## config.mk

```make
export PLATFORM = sky130hd
export DESIGN_NAME = operation_i_bw16_inc2_si0
export DESIGN_NICKNAME = d
export VERILOG_FILES = /design/src/rtl/operation_i_bw16_inc2_si0.sv
export SDC_FILE = /design/constraint.sdc
export NUM_CORES = 1
export LEC_CHECK = 0
export ABC_AREA = 1
export CAP_MARGIN = 20
export CORE_MARGIN = 2
export CORE_UTILIZATION = 35
export DETAILED_ROUTE_END_ITERATION = 16
export GPL_TIMING_DRIVEN = 0
export PLACE_DENSITY = 0.92
export SLEW_MARGIN = 20
export SYNTH_ARGS = -nofsm -noshare
export SYNTH_HDL_FRONTEND = slang
export SYNTH_SLANG_ARGS = --single-unit
```

## constraint.sdc

```tcl
create_clock -name clk -period 2.2 [get_ports clk]
set_input_delay 0.44 -clock clk [delete_from_list [all_inputs] [get_ports clk]]
set_output_delay 0.44 -clock clk [all_outputs]
set_load 0.02 [all_outputs]
```

## src/rtl/operation_i_bw16_inc2_si0.sv

```systemverilog
// operation_i_bw16_inc2_si0: projection operator, captures input SI on start and presents it with a ready flag
module operation_i_bw16_inc2_si0 #(
    parameter int BW  = 16,
    parameter int INC = 2,
    parameter int SI  = 0
) (
    input  logic          clk,
    input  logic          rst_n,
    input  logic          st,
    output logic          rd,
    output logic [BW-1:0] res,
    input  logic [BW-1:0] in0,
    input  logic [BW-1:0] in1
);
    typedef enum logic [1:0] {
        IDLE = 2'b00,
        DONE = 2'b01
    } state_t;

    generate
        if (INC != 2) begin : g_bad_inc
            $error("operation_i_bw16_inc2_si0: INC must be 2 (ports in0, in1)");
        end
        if (SI < 0 || SI >= INC) begin : g_bad_si
            $error("operation_i_bw16_inc2_si0: SI must satisfy 0 <= SI < INC");
        end
    endgenerate

    state_t        state;
    state_t        next_state;
    logic          capture;
    logic [BW-1:0] sel;

    assign sel = (SI == 0) ? in0 : in1;

    // next state: both legal states follow st, so one capture per st high period; stray encodings fall back to IDLE
    always_comb begin
        next_state = IDLE;
        capture    = 1'b0;
        if (state == IDLE || state == DONE) next_state = st ? DONE : IDLE;
        capture = (state == IDLE) && st;
    end

    // state, ready and result registers; result only loads on the IDLE->DONE transition
    always_ff @(posedge clk or negedge rst_n) begin
        if (!rst_n) begin
            state <= IDLE;
            rd    <= 1'b0;
            res   <= '0;
        end else begin
            state <= next_state;
            rd    <= (next_state == DONE);
            if (capture) res <= sel;
        end
    end
endmodule

```

==> Word level (Yosys, flattened, before mapping) <==
Index checks and enable logic that the tools add are counted.
{ "totals": {"wordCells": 10, "out_inout_bits": 17, "in_bits": 35, "reg_bits": 18} }
{ "classes": {"mux": 2, "reduce_logical": 3, "n_eq_ne": 2} }
{ "op_table": {"columns": ["op", "n"], "rows": [
  ["$eq 1x1->1 const B", 2],
  ["$logic_not 2->1", 1],
  ["$mux 1", 2],
  ["$logic_and 1x1->1", 1],
  ["$logic_or 1x1->1", 1]
]} }

==> Longest topological paths before layout <==
Gate-level depths: netlist (run 1).
{ "logic_depth": {"depth_word": 4, "mapped_depth": 5, "depth_no_buf": 4} }

==> Worst setup path after synthesis (run 1) <==
Ideal clock, no wire load.
{ "synth_path": {"kind": "register to register", "start": "register state[0]", "end": "register res[3]", "required_time_ps": 2083, "path_buffers": 1, "stages_incl_launch_ff": 6, "setup_time_ps": 117, "synth_period_minus_slack_ps": 1009, "path_slack_ps": 1191, "t_arrival_ps": 892, "path_cell_list": "dfrtp_1 > inv_4 > nand2_8 > buf_6 > nand2_1 > nand2_1"} }
{ "synth_via": {"elab_chain_cells": 2} }
{ "synth_lines": {"columns": ["item", "line_no", "text"], "rows": [
  ["start: declaration", "29", "state_t state;"],
  ["start signal: assignment", "51", "state <= next_state;"],
  ["$logic_not 2->1", "41", "capture = (state == IDLE) && st;"],
  ["$logic_and 1x1->1", "41", null],
  ["end signal: assignment", "53", "if (capture) res <= sel;"],
  ["end: declaration", "11", "output logic [BW-1:0] res,"]
]} }
No other way between the ends.
A chain may end at the register's enable or synchronous reset.

==> results of run 1 <==
-- path summary, 6_finish.rpt --
path	to	slack, ps	cells past startpoint
min in group asynchronous	res[14]	590	1
max	rd	450	1
min	res[8]	480	2
min reg2reg	res[8]	480	2
max in group asynchronous	res[6]	1150	1
max reg2reg	res[3]	1210	5
-- stage by stage --
step	setup slack (ps)	std cells	area (µm²)	power, mW
final	454	137	1120	0.760
after global routing	399	137	1120	0.800
after CTS	440	137	1120	0.768
after detailed placement	651	133	1090	0.607
after global placement	690	133	1090	0.602
after floorplan	1190	71	709	0.479
-- cells by family after synthesis --
family | count (synthesis)
buf+inv | 5
flops | 17
simple gates | 49
-- state kept, by name, summed over array words and instances, names as in the netlist --
| signal | cells |
|---|---|
| res | 16 |
| state | 1 |
-- layout make-up --
cell class                      count  area share
Sequential cell                    17       0.380
Timing Repair Buffer               35       0.313
Multi-Input combinational cell     49       0.206
Buffer                              4      0.0425
Tap cell                           27      0.0302
Clock buffer                        4      0.0235
Inverter                            1     0.00559
-- layer usage --
layer	routed length, µm	global-route usage	vias to the layer above
li1	-	-	304
met1	607	0.148	287
met2	781	0.253	27
met3	149	0.0491	0
met4	0	0.0286	0
met5	0	0	-
-- layout by cell type, fill, tap and decap left out --
cell type and n:
clkdlybuf4s50_1 35, nand2_1 28, dfrtp_1 17, nand3_1 16, nand2_2 4, buf_6 3, clkbuf_4 3, inv_4 1
nand2_8 1, clkbuf_8 1, clkbuf_1 1
-- where the power goes --
group	total (mW)	switching, mW	internal (mW)
Sequential	0.372	0.0222	0.350
Combinational	0.227	0.109	0.118
Clock	0.161	0.0910	0.0702
Total	0.760	0.222	0.538
==> results by group, run 1 <==
Finish
  – Layout Utilization: 0.577
  – Share of cells above drive strength 1: 0.118
  – # diodes: 0
  – Register area: 425 µm²
  – Area growth syn-to-layout: 57.8%
  – Final Net Count: 146
  – Multi-input logic area: 230 µm²
  – Fillers: 184

Synth
  – Post-synth top cells: nand2_1, dfrtp_1, nand3_1
  – XOR/XNOR share of the synthesized area: 0
  – Seq/Total Area, Yosys: 0.600
  – Synth Area in Compound Gates: 0
  – Synth Area in Simple Gates: 0.325
  – Ys flop type: dfrtp_1
  – Post-synthesis mux area share: 0
  – EDFF count, synth: 0
  – Yosys reg bits: 17
  – Distinct cells, synth: 8
  – Asr flop ratio synth: 1.00
  – Synthesized instance count: 71
  – Syn nets: 106
  – Synth area leaders: dfrtp_1, nand2_1, nand3_1
  – Yosys warnings: 0
  – Top-count cell post-synth: nand2_1
  – Adder-cell area share of the yosys netlist: 0
  – Avg Cell Area, Syn: 9.99 µm²
  – Yosys top cell by area: dfrtp_1
  – Largest family of logic cells by synthesized area: simple AND/OR/NAND/NOR gates
  – Synth Cell Area: 709 µm²
  – Synth top area share: 0.600

Worst hold path
  – Worst Hold Class: flip-flop to flip-flop
  – HP Start: res[8]

Floorplanning
  – Core ar.: 0.00194 mm²
  – Number of placed I/O pins: 52
  – Die Height: 49.0 µm
  – Cell row count: 16
  – Die area: 0.00240 mm²
  – Die width: 49.0 µm
  – Initial core utilization: 0.365

CTS
  – Clock root buffer: clkbuf_4
  – Post-cts sizing count: 0
  – Postcts setup bufs: 0
  – Number of hold buffers added after CTS: 0
  – Clock sink total: 17
  – CTS tree: yes
  – Max Root-Sink Buffers: 2
  – Clock-pin slew on the worst setup and hold paths: 100 ps
  – Num CTS Buffers: 3
  – H-Tree Level Count: 1
  – Worst-Skew Late Latency: 280 ps

Routing
  – Vias per Instance: 4.51
  – # DRC: 0
  – DR iter-0 viols: 14
  – Antenna viol nets, final: 0
  – DRT Wirelength: 1540 µm
  – WL per Instance: 11.2 µm
  – Via count: 618
  – Drt pass-1 iters: 4

Global routing
  – First-pass GRT wire length: 2590 µm
  – Initial antenna violation count: 0
  – Total global routing overflow: 0
  – Vias in the first global route: 618
  – GRT Util Overall: 0.136
  – Largest net degree at the start of global routing: 18

Worst setup path
  – Critical-path cell list: clkdlybuf4s50_1
  – Worst EP required: 1760 ps
  – Worst Setup Path Type: flip-flop to output port
  – Critical path's top delay family: buffers and inverters
  – Critical-path maximum fanout: 2
  – Worst reg2reg path startpoint: state[0]
  – Buf/Inv on CP: 1
  – Worst setup SP type: flip-flop
  – Slowest cell delay on critical path: 630 ps
  – Critical path's slowest cell: clkdlybuf4s50_1
  – Critical Path Start: state[0]
  – Setup crit end kind: output port
  – WP data arrival: 1310 ps

Timing
  – Max-slew headroom at the worst pin: 0.508
  – Worst Max-Slew Pin Slew: 736 ps
  – Final hold viol count: 0
  – TNS Setup: 0 ps
  – Highest Clock Rate: 573 MHz
  – Final Cycle Share: 0.794
  – Clock Skews: 5.98 ps
  – Fin crit period: 1750 ps
  – Worst hold margin: 479 ps
  – RSZ-0062 raised after global routing: false
  – # setup viols final: 0
  – Max Slew Vio Count: 0

Status
  – Status: completed

Power and ir drop
  – Power per Cell Area: 679 mW/mm²
  – VDD IR max: 0.000345 V
  – Pleak: 0.530 nW

Place
  – IO buf count: 35
  – RD Place Congestion: 0.617
  – HPWL after DPL: 1190 µm

Flow run
  – Max-Cap Viols: 0
No activity file was read; power rests on OpenSTA's default activity.
==> run 2: changes to the inputs <==
--- a/config.mk
+++ b/config.mk
@@ -8,10 +8,10 @@
 export ABC_AREA = 1
 export CAP_MARGIN = 20
 export CORE_MARGIN = 2
-export CORE_UTILIZATION = 35
+export CORE_UTILIZATION = 33
 export DETAILED_ROUTE_END_ITERATION = 16
 export GPL_TIMING_DRIVEN = 0
-export PLACE_DENSITY = 0.92
+export PLACE_DENSITY = 0.88
 export SLEW_MARGIN = 20
 export SYNTH_ARGS = -nofsm -noshare
 export SYNTH_HDL_FRONTEND = slang
==> constraint.sdc (replaced) <==
create_clock -name clk -period 1.61 [get_ports clk]
set_input_delay 0.322 -clock clk [delete_from_list [all_inputs] [get_ports clk]]
set_output_delay 0.322 -clock clk [all_outputs]
set_load 0.02 [all_outputs]
==> run 2 against run 1 <==
Net effect:
- clock-buffer cell count unchanged
- combinational power is 33% higher
- sequential power is 36% higher
- die area grew 5.6%
- critical path depth unchanged
==> results by group, run 2 (same netlist as run 1, synthesis figures left out) <==
Status
  – Status: completed

Routing
  – Via count: 643
  – DRT Wirelength: 1620 µm
  – WL per Instance: 11.9 µm
  – # DRC: 0
  – DR iter-0 viols: 9
  – Antenna viol nets, final: 0
  – Drt pass-1 iters: 4
  – Vias per Instance: 4.69

Worst setup path
  – Stages on worst setup path: 1
  – Critical Path Start: res[14]
  – Critical path's slowest cell: clkdlybuf4s50_1
  – Worst EP required: 1290 ps
  – Setup crit end kind: output port
  – Reg2reg end: res[5]
  – WP data arrival: 1240 ps
  – R2R setup slack: 630 ps
  – Critical Path Sink: res[14]
  – Critical-path maximum fanout: 2
  – Worst reg2reg path startpoint: state[0]
  – Critical path's top delay family: buffers and inverters
  – Buf/Inv on CP: 1
  – Worst setup SP type: flip-flop
  – Slowest cell delay on critical path: 600 ps
  – R2r worst-path depth: 5
  – Worst Setup Path Type: flip-flop to output port
  – Critical-path cell list: clkdlybuf4s50_1

Finish
  – Max reg flops: 16
  – Layout Cells excl Fill: 137
  – Register area: 425 µm²
  – Multi-input logic area: 230 µm²
  – Final Net Count: 146
  – Largest registers: res: 16 flops, state: 1 flops
  – Layout Utilization: 0.575
  – Area growth syn-to-layout: 62.3%
  – Design area: 0.00115 mm²
  – Fillers: 190
  – Largest Register: res
  – Share of cells above drive strength 1: 0.118
  – Most frequent cells in the layout: nand2_1, clkdlybuf4s50_1, dfrtp_1
  – Most common cell after layout, fill and taps aside: nand2_1
  – # diodes: 0

Floorplanning
  – Die width: 50.4 µm
  – Initial core utilization: 0.354
  – Number of placed I/O pins: 52
  – Die Height: 50.4 µm
  – Die area: 0.00254 mm²
  – Cell row count: 16
  – Core ar.: 0.00200 mm²

Global routing
  – First-pass GRT wire length: 2610 µm
  – Total global routing overflow: 0
  – Vias in the first global route: 609
  – Largest net degree at the start of global routing: 18
  – Initial antenna violation count: 0
  – GRT Util Overall: 0.135

Timing
  – Max Slew Vio Count: 0
  – Max-slew headroom at the worst pin: 0.497
  – # setup viols final: 0
  – Clock Skews: 2.13 ps
  – Fin crit period: 1560 ps
  – TNS Setup: 0 ps
  – Final Cycle Share: 0.972
  – Final hold viol count: 0
  – Worst Max-Slew Pin Slew: 752 ps
  – Highest Clock Rate: 639 MHz
  – RSZ-0062 raised after global routing: false

CTS
  – H-Tree Level Count: 1
  – Num CTS Buffers: 3
  – Clock-pin slew on the worst setup and hold paths: 90 ps
  – Clock sink total: 17
  – CTS tree: yes
  – Clock root buffer: clkbuf_4
  – Worst-Skew Late Latency: 280 ps
  – Max Root-Sink Buffers: 2

Flow run
  – Max-Cap Viols: 0

Place
  – RD Place Congestion: 0.672
  – Placed inst area: 0.00109 mm²
  – Placed Instances: 133
  – IO buf count: 35
  – HPWL after DPL: 1160 µm

Power and ir drop
  – Pleak: 0.686 nW
  – VDD IR max: 0.000592 V
  – Overall power: 1.02 mW
  – Power per Cell Area: 890 mW/mm²

Worst hold path
  – Worst Hold Class: input port to asynchronous set/reset pin
-- run 2: cell count changes in the layout (fill, tap and decap cells not counted), sizes merged --
cell | previous run | this run
clkdlybuf4s50 | 35 | 21
dlymetal6s2s | 0 | 13
dlygate4sd2 | 0 | 1
-- run 2: per-layer routing --
layer	share of wire	vias to the layer above	wire length, µm	GRT usage
met5	0	-	0	0
met4	0.017	0	27	0.0676
met3	0.088	4	143	0.0268
met2	0.47	33	766	0.211
met1	0.42	296	687	0.177
li1	-	310	-	-
-- run 2: cell type report --
cell class | instances | share of cell area
tap | 27 | 0.0293
clock buffer | 4 | 0.0228
inverter | 1 | 0.00543
multi-input combinational | 49 | 0.200
buffer | 4 | 0.0413
timing repair buffer | 35 | 0.332
sequential | 17 | 0.370
-- run 2: worst min-delay path by stage --
stage / endpoint / startpoint / depth (start not counted)
2_1_floorplan: res[0] / rst_n / 0
3_3_place_gp: res[8] / res[8] / 2
3_5_place_dp: res[7] / res[7] / 2
4_1_cts: res[7] / res[7] / 2
5_1_grt: res[12] / res[12] / 2
6_report: res[6] / rst_n / 1
-- run 2: report_power, final --
group          switching (mW)  internal (mW)
registers              0.0285          0.478
clock network           0.119         0.0961
logic                   0.150          0.152
-- run 2: timing repair --
item | CTS | global route
hold buffers | 0 | 0
gates resized for setup | 1 | 13
endpoints found under the setup margin | 1 | 13
buffers inserted | 0 | 0
-- run 2: metrics by stage --
stage / hold slack [ps] / setup WS (ps)
floorplan: 26.4 / 601
global placement: 453 / 214
detailed placement: 463 / 185
CTS: 488 / 5.25
global route: 504 / 4.51
finish: 477 / 45.7
==> run 3: changes to the inputs <==
--- a/config.mk
+++ b/config.mk
@@ -6,6 +6,7 @@
 export NUM_CORES = 1
 export LEC_CHECK = 0
 export ABC_AREA = 1
+export ABC_CLOCK_PERIOD_IN_PS = 1610
 export CAP_MARGIN = 20
 export CORE_MARGIN = 2
 export CORE_UTILIZATION = 33
==> results of run 3 <==
Same layout as run 2: the final DEF is identical, and so are final timing and power.
